$ cat config.mk
export PLATFORM = sky130hd
export DESIGN_NAME = lfsr8_burst_ctrl
export DESIGN_NICKNAME = d
export VERILOG_FILES = /design/src/rtl/lfsr8_burst_ctrl.sv
export SDC_FILE = /design/constraint.sdc
export NUM_CORES = 1
export LEC_CHECK = 0
export CORE_MARGIN = 3
export CORE_UTILIZATION = 51
export DETAILED_ROUTE_END_ITERATION = 16
export HOLD_SLACK_MARGIN = 0.05
export PLACE_DENSITY = 0.8
export SETUP_SLACK_MARGIN = 0.2
export SKIP_LAST_GASP = 1
export SLEW_MARGIN = 20
export SYNTH_ARGS = -nofsm -noshare
export SYNTH_HDL_FRONTEND = slang
export SYNTH_SLANG_ARGS = --single-unit
$ cat constraint.sdc
create_clock -name clk -period 3.2 [get_ports clk]
set_input_delay 0.96 -clock clk [delete_from_list [all_inputs] [get_ports clk]]
set_output_delay 0.96 -clock clk [all_outputs]
set_load 0.005 [all_outputs]
$ cat src/rtl/lfsr8_burst_ctrl.sv
// ---------------------------------------------------------------------------------------------
// lfsr8_burst_ctrl
//  Sequencer for an external lfsr8 generator. Folds a streamed ASCII seed string into an 8-bit
//  seed by XOR. On start it pulses the LFSR's load_seed, waits for the seed to appear on the LFSR
//  state, then captures and emits the next N LFSR states as a counted burst.
//
//  Ports
//   clk                 rising-edge clock
//   rst_n               asynchronous active-low reset
//   i_seed_byte_valid   seed byte presented this cycle
//   i_seed_byte         ASCII seed character (8'h00 does not change the fold)
//   i_seed_byte_last    final byte of the seed string
//   o_seed_ready        seed bytes accepted (IDLE, ACCUM, SEEDED)
//   i_start             begin a burst (honoured only in SEEDED)
//   i_burst_len         number of states to emit, sampled with i_start
//   i_abort             cancel a burst in progress
//   o_busy              high in LOAD, WAIT, RUN
//   o_done              one-cycle pulse on normal burst completion
//   o_seed_loaded       a valid seed is held
//   o_lfsr_load_seed    to lfsr8.load_seed (registered)
//   o_lfsr_seed         to lfsr8.seed (the held seed register)
//   i_lfsr_state        from lfsr8.state
//   o_out_valid         o_out_data / o_out_index valid this cycle
//   o_out_data          captured LFSR state
//   o_out_index         1-based index of the state within the burst
// ---------------------------------------------------------------------------------------------
module lfsr8_burst_ctrl #(
   parameter int unsigned BURST_W  = 8,
   parameter logic [7:0]  ZERO_SUB = 8'h01
) (
   input  logic               clk,
   input  logic               rst_n,
   input  logic               i_seed_byte_valid,
   input  logic [7:0]         i_seed_byte,
   input  logic               i_seed_byte_last,
   output logic               o_seed_ready,
   input  logic               i_start,
   input  logic [BURST_W-1:0] i_burst_len,
   input  logic               i_abort,
   output logic               o_busy,
   output logic               o_done,
   output logic               o_seed_loaded,
   output logic               o_lfsr_load_seed,
   output logic [7:0]         o_lfsr_seed,
   input  logic [7:0]         i_lfsr_state,
   output logic               o_out_valid,
   output logic [7:0]         o_out_data,
   output logic [BURST_W-1:0] o_out_index
);

   typedef enum logic [2:0] {
      StIdle,
      StAccum,
      StSeeded,
      StLoad,
      StWait,
      StRun,
      StDone
   } state_e;

   state_e             r_state;
   state_e             w_state_next;

   logic [7:0]         r_acc;
   logic [7:0]         r_seed;
   logic               r_seed_loaded;
   logic [BURST_W-1:0] r_len;
   logic [BURST_W-1:0] r_cnt;
   logic               r_load_seed;
   logic               r_done;
   logic               r_out_valid;
   logic [7:0]         r_out_data;
   logic [BURST_W-1:0] r_out_index;

   logic               w_seed_phase;
   logic               w_start_ok;
   logic               w_take_byte;
   logic [7:0]         w_acc_next;
   logic [7:0]         w_seed_fold;
   logic [BURST_W-1:0] w_cnt_inc;
   logic               w_last_cap;
   logic               w_len_zero;
   logic               w_load_d;
   logic               w_done_d;
   logic               w_cap;

   // Datapath decode shared by next-state and output logic.
   assign w_seed_phase = (r_state == StIdle) || (r_state == StAccum) || (r_state == StSeeded);
   assign w_start_ok   = (r_state == StSeeded) && i_start;
   // A byte colliding with an honoured start is dropped.
   assign w_take_byte  = w_seed_phase && i_seed_byte_valid && !w_start_ok;
   // Only ACCUM continues a string; a byte in IDLE/SEEDED opens a new one. A zero byte leaves
   // the fold unchanged because XOR with 0 is the identity.
   assign w_acc_next   = (r_state == StAccum) ? (r_acc ^ i_seed_byte) : i_seed_byte;
   assign w_seed_fold  = (w_acc_next == 8'h00) ? ZERO_SUB : w_acc_next;
   assign w_cnt_inc    = r_cnt + BURST_W'(1);
   assign w_last_cap   = (w_cnt_inc == r_len);
   assign w_len_zero   = (i_burst_len == '0);

   // State register.
   always_ff @(posedge clk or negedge rst_n) begin
      if (!rst_n) begin
         r_state <= StIdle;
      end else begin
         r_state <= w_state_next;
      end
   end

   // Next-state logic.
   always_comb begin
      w_state_next = r_state;
      unique case (r_state)
         StIdle, StAccum: begin
            if (w_take_byte) begin
               w_state_next = i_seed_byte_last ? StSeeded : StAccum;
            end
         end
         StSeeded: begin
            if (i_start) begin
               w_state_next = w_len_zero ? StSeeded : StLoad;
            end else if (w_take_byte) begin
               w_state_next = i_seed_byte_last ? StSeeded : StAccum;
            end
         end
         StLoad:  w_state_next = i_abort ? StSeeded : StWait;
         StWait:  w_state_next = i_abort ? StSeeded : StRun;
         StRun: begin
            if (i_abort) begin
               w_state_next = StSeeded;
            end else if (w_last_cap) begin
               w_state_next = StDone;
            end
         end
         StDone:  w_state_next = StSeeded;
         default: w_state_next = StIdle;
      endcase
   end

   // Output logic: direct decodes plus next values of the registered outputs.
   always_comb begin
      o_seed_ready = w_seed_phase;
      o_busy       = (r_state == StLoad) || (r_state == StWait) || (r_state == StRun);
      w_load_d     = w_start_ok && !w_len_zero;
      // The final capture is still emitted under abort; only its done is suppressed.
      w_cap        = (r_state == StRun) && (!i_abort || w_last_cap);
      w_done_d     = (w_start_ok && w_len_zero) || ((r_state == StRun) && w_last_cap && !i_abort);
   end

   // Datapath and registered outputs.
   always_ff @(posedge clk or negedge rst_n) begin
      if (!rst_n) begin
         r_acc         <= 8'h00;
         r_seed        <= 8'h00;
         r_seed_loaded <= 1'b0;
         r_len         <= '0;
         r_cnt         <= '0;
         r_load_seed   <= 1'b0;
         r_done        <= 1'b0;
         r_out_valid   <= 1'b0;
         r_out_data    <= 8'h00;
         r_out_index   <= '0;
      end else begin
         if (w_take_byte) begin
            r_acc <= w_acc_next;
            if (i_seed_byte_last) begin
               r_seed        <= w_seed_fold;
               r_seed_loaded <= 1'b1;
            end
         end
         if (w_load_d) begin
            r_len <= i_burst_len;
            r_cnt <= '0;
         end else if (r_state == StRun) begin
            r_cnt <= w_cnt_inc;
         end
         r_load_seed <= w_load_d;
         r_done      <= w_done_d;
         r_out_valid <= w_cap;
         if (w_cap) begin
            r_out_data  <= i_lfsr_state;
            r_out_index <= w_cnt_inc;
         end
      end
   end

   assign o_lfsr_seed      = r_seed;
   assign o_seed_loaded    = r_seed_loaded;
   assign o_lfsr_load_seed = r_load_seed;
   assign o_done           = r_done;
   assign o_out_valid      = r_out_valid;
   assign o_out_data       = r_out_data;
   assign o_out_index      = r_out_index;

endmodule

# ---- Word-level counts from Yosys, hierarchy flattened
# Index checks and enable logic that the tools add are counted.
dict set report totals {
  rom_bits 0
  reg_bits 55
  latch_bits 0
  memories 0
  elab_cells 57
  mem_bits_rw 0
  out_inout_bits 30
}
dict set report op_classes {
  n_lt_le_gt_ge 0
  multipliers 0
  eq_ne 8
  bitwise 1
  n_reduce_logical 23
  mux 13
  div_mod_pow 0
  shift 0
  n_addsub 1
}
# cell n
set ops {}
lappend ops {{8-bit 2-to-1 mux} 4}
lappend ops {{3-bit 2-to-1 mux} 6}
lappend ops {{3-bit case mux with 6 select lines} 1}
lappend ops {{8-bit zero test} 2}
lappend ops {{3-bit == test, second input constant} 3}
lappend ops {{8-bit by 1-bit adder with 8-bit output, second input constant} 1}
lappend ops {{8-bit == test} 1}
lappend ops {{1-bit logical AND} 8}
lappend ops {{8-bit bitwise XOR} 1}
lappend ops {{3-bit by 2-bit == test with 1-bit output, second input constant} 2}
lappend ops {{1-bit logical OR} 6}
lappend ops {{3-bit by 1-bit == test with 1-bit output, second input constant} 1}
lappend ops {{1-bit zero test} 3}
lappend ops {{3-bit zero test} 1}
lappend ops {{3-bit != test, second input constant} 1}
lappend ops {{2-bit 2-to-1 mux} 1}
lappend ops {{2-bit AND reduction} 1}
lappend ops {{2-bit nonzero test} 1}
lappend ops {{2-bit OR reduction} 1}
lappend ops {{1-bit 2-to-1 mux} 1}

# ---- Logic depth before layout (Yosys ltp)
dict set report depth {
  depth_word 8
  mapped_depth 8
  depth_no_buf 7
}

# ---- Worst setup path after synthesis
# OpenSTA, ideal clock, no wires.
dict set report synth_path {
  kind {reg2reg}
  from {reg r_cnt[1]}
  to {reg r_out_data[2] (netlist: o_out_data[2])}
  slack_ns 0.886
  synth_period_minus_slack_ns 2.314
  arrival_ns 2.189
  required_ns 3.075
  path_buffers 1
  stages_incl_launch_ff 9
  path_cell_list {dfrtp_1 ha_1 xnor2_1 nand2_1 a2111oi_4 nand4_4 a21oi_4 buf_12 mux2_4}
}
dict set report synth_via {
  elab_chain_cells 4
}
# item line
set synth_lines {}
lappend synth_lines {{from (decl)} 68} ;# logic [BURST_W-1:0] r_cnt;
lappend synth_lines {{from (signal assigned)} 174} ;# r_cnt <= w_cnt_inc;
lappend synth_lines {{8-bit by 1-bit adder with 8-bit output} 96} ;# assign w_cnt_inc = r_cnt + BURST_W'(1);
lappend synth_lines {{net w_cnt_inc[1]} 80} ;# logic [BURST_W-1:0] w_cnt_inc;
lappend synth_lines {{8-bit == test} 97} ;# assign w_last_cap = (w_cnt_inc == r_len);
lappend synth_lines {{1-bit logical OR} 145} ;# w_cap = (r_state == StRun) && (!i_abort || w_last_cap);
lappend synth_lines {{1-bit logical AND} 145}
lappend synth_lines {{net w_cap} 85} ;# logic w_cap;
lappend synth_lines {{to (signal assigned)} 180} ;# r_out_data <= i_lfsr_state;
lappend synth_lines {{to (decl)} 72} ;# logic [7:0] r_out_data;
# The timed path passes the listed nets, and every way through them passes these cells.
# A chain may end at the register's enable or synchronous reset.

# ---- Worst setup path in the final report
dict set report layout_path {
  from {in i_burst_len[0]}
  to {reg r_cnt[6]}
}
dict set report layout_via {
  elab_chain_cells 4
  elab_cells_between_ends 5
  classes_between {mux: 1; reduce/logical: 4}
}
# item line
set layout_lines {}
lappend layout_lines {{from (decl)} 38} ;# input logic [BURST_W-1:0] i_burst_len,
lappend layout_lines {{8-bit zero test (*)} 98} ;# assign w_len_zero = (i_burst_len == '0);
lappend layout_lines {{1-bit zero test (*)} 143} ;# w_load_d = w_start_ok && !w_len_zero;
lappend layout_lines {{1-bit logical AND (*)} 143}
lappend layout_lines {{8-bit 2-to-1 mux / 2-bit nonzero test (equally long branches)} -}
# Mark *: on every way between the ends. The rest lies on a longest branch, timed or not.

==> metrics.md <==
| Metric | Value |
|---|---|
| Fmax | 359 MHz |
| Asr flop ratio synth | 100% |
| Min Tclk post-route | 2.79 ns |
| Final setup fails | 0 |
| Met2 Wirelength | 2780 um |
| Most frequent cells after synthesis | dfrtp_1 (55), nand2_1 (39), o21ai_0 (28), nor2_1 (20), mux2_2 (15) |
| Floorplan die area | 6610 um^2 |
| Simple-Gate Fraction of Synth Area | 14.8% |
| Post-CTS setup buffer count | 0 |
| Worst hold start | o_seed_loaded |
| Total global routing track utilization | 19.9% |
| Dominant synthesized flop cell | dfrtp_1 |
| Sequential element share of the synthesized area | 47.6% |
| NumNets Final | 365 |
| Reg-to-reg startpoint | r_cnt[0] |
| Post-synthesis mux area share | 10.2% |
| Switch Pwr | 970 uW |
| FF+latch count, synth | 55 |
| Crit-path cells | clkdlybuf4s50_1 -> or4_1 -> nor2_1 -> nor2_1 -> nor2_1 -> o21ai_0 -> o31ai_1 |
| CTS Buf Count | 5 |
| Most Frequent Cell on Critical Path | nor2_1 |
| Largest cells by area after synthesis | dfrtp_1 (48%), mux2_2 (5.8%), nand2_1 (5.1%), o21ai_0 (4.8%), xor2_1 (3.9%) |
| PortBufs | 59 |
| PwrDens | 807 nW/um^2 |
| Synth Area in XOR/XNOR | 8.05% |
| Number of distinct library cells after synthesis | 44 |
| Via/cell ratio | 5.47 |
| I/O Pins | 60 |
| Top-count cell post-synth | dfrtp_1 |
| Initial antenna violation count | 0 |
| H-tree depth | 2 |
| Worst path slowest cell | or4_1 |
| Yosys warns | 0 |
| Uppermost routed layer | met4 |
| Max-slew violation count | 0 |
| Die width | 81.3 um |
| Combinational power share | 43.4% |
| RSZ-0062 raised after global routing | no |
| CP Launch Type | primary input |
| Cts repair resizes | 0 |
| CTS sink count | 55 |
| Post-synth top area share | 47.6% |
| ANT nets after route | 0 |
| Post-Syn Area | 2890 um^2 |
| Largest area contributor in the netlist | dfrtp_1 |
| Hold WC Path Type | flop to flop |
| DRC viols | 0 |
| Detail Placement HPWL | 4280 um |
| DR pass1 iterations | 4 |
| Worst-Skew Late Latency | 0.31 ns |
| Largest net degree at the start of global routing | 56 |
| Total wire length | 5870 um |
| Largest family of logic cells by synthesized area | compound AO/OA/AOI/OAI gates |
| Placement Setup Slack | 0.117 ns |
| First-pass GRT wire length | 10200 um |
| Vias in the first global route | 2192 |
| Clock share of power | 16.0% |
| Slew margin rel. | 42.2% |
| Max cap viols | 0 |
| Fraction of layout cells with a size suffix above 1 | 14.9% |
| Synth Area in Adders | 0.433% |
| Leakage | 0.00153 uW |
| Final period util | 87.2% |
| # fillers | 401 |
| CORE AREA | 5300 um^2 |
| Post-synth EDFFs | 0 |
| Initial Util | 54.5% |
| ANT cells | 0 |
| Avg Cell Area, Syn | 10.4 um^2 |
| Worst EP arrival | 2.99 ns |
| CTS tree | yes |
| Worst-path clk slew | 0.09 ns |
| Cells after synthesis | 277 |
| Area growth from synthesis to final layout | 26.1% |
| Least-Margin Pin Slew | 0.863 ns |
| Multi-input logic area | 1410 um^2 |
| M1 wire length | 2780 um |
| Gp weighted congestion | 0.864 |
| Kind of critical path | primary input to flop |
| 1st-iter DRT viols | 138 |
| Met3 wire len | 291 um |
| Sw Share | 33.0% |
| Complex-gate fraction of the synthesized area | 15.5% |
| Root Driver | clkbuf_8 |
| CP Capture Type | flop |
| Clock Path Buffers | 2 |
| Critical Path RT | 3.40 ns |
| Post-layout worst setup margin | 0.411 ns |
| Worst Setup SP | i_burst_len[0] |
| Synth Net Count | 308 |
| Crit-path max cell delay | 0.54 ns |
| Final hold vios | 0 |
| Crit Path Max Fanout | 12 |
| Cell row count | 26 |
| Number of buffers added to fix hold violations after cts | 0 |
| DR vias | 2215 |
| GRT overflow | 0 |
| Internal Pwr Total | 1970 uW |
| Worst VDD drop | 0.000447 V |
| Setup_tns | 0 ns |
| Flop pwr share | 40.6% |
| Setup Skew | 0.0130 ns |
| Outcome | complete, no violations |
| Die H | 81.3 um |
| Reg area | 1380 um^2 |
| Drt wl/cell | 14.5 um |
-- cells in the final DEF (no fill, tap or decap), types with 2 or more instances in the layout --
master           count
dfrtp_1             55
nor3_1               4
xor2_1              13
nand2b_1             5
xnor2_1             11
nor2_1              20
nand3_1              3
a31o_2               8
o32ai_1              3
or4_1                2
mux2i_1              2
mux2_2              15
inv_1                4
and3_1               2
o31ai_1              5
and4_1               2
clkdlybuf4s50_1     58
nand2_1             39
mux2_4               7
clkbuf_8             6
a21oi_1              5
o21ai_0             28
and2_1               5
buf_4                4
a31oi_1              6
a211oi_1             2
a22oi_1              2
-- sequential cells by signal, summed over array words and instances (netlist names) --
signal,count
r_cnt,8
o_out_data,8
o_lfsr_seed,8
r_state,3
o_out_index,8
r_len,8
o_done,1
o_seed_loaded,1
o_out_valid,1
r_acc,8
o_lfsr_load_seed,1
-- power by group through the flow --
stage	Clock (uW)	Combinational, uW	Sequential (uW)
after floorplan	0	788	1160
after global placement	0	1250	1190
after detailed placement	0	1290	1210
after CTS	484	1290	1200
after global routing	511	1420	1240
final	471	1280	1190
-- path summary, 6_finish.rpt --
check	end	slack (ns)	depth (start not counted)
worst max-delay path	r_cnt[6]	0.41	7
worst min-delay path	o_seed_loaded	0.48	1
worst max register to register	o_out_data[0]	0.48	8
worst min register to register	o_seed_loaded	0.48	1
max in group asynchronous	o_out_index[0]	2.31	2
min in group asynchronous	o_out_index[1]	0.63	2
-- cell type report --
cell class	instances	share of cell area [%]
sequential	55	37.7
multi-input combinational	204	38.8
timing repair buffer	64	17.4
tap	70	2.40
clock inverter	2	0.961
inverter	4	0.412
clock buffer	6	2.26
-- per-stage QoR --
stage                     total power (uW)  cell area, um^2  utilization [%]  hold slack [ns]  cells
after floorplan                       1950             2890                -            0.459    277
after global placement                2440             3530             66.5            0.451    397
after detailed placement              2490             3530             66.5            0.462    397
after CTS                             2970             3650             68.8            0.489    405
after global routing                  3180             3650             68.8            0.504    405
final                                 2940             3650             68.8            0.483    405
-- kinds of logic after synthesis --
kind of cell | count (synthesis)
AOI/OAI and AO/OA | 65
xor gates and xnor gates | 25
adders and majority gates | 1
buffers and inverters | 18
DFF | 55
muxes | 24
and+or+nand+nor | 89
-- worst max-delay path, delay by kind of cell --
kind                   cells  cell delay [ns]
AND/OR/NAND/NOR            4             1.34
AO/OA/AOI/OAI              2             0.27
buffers and inverters      1             0.43
-- layer usage --
| metal | track usage (%) | vias up |
|---|---|---|
| met5 | 0 | - |
| met4 | 3.72 | 0 |
| met3 | 4.10 | 2 |
| met2 | 32.7 | 62 |
| met1 | 27.3 | 1051 |
| li1 | - | 1100 |
No activity file was read; power rests on OpenSTA's default activity.
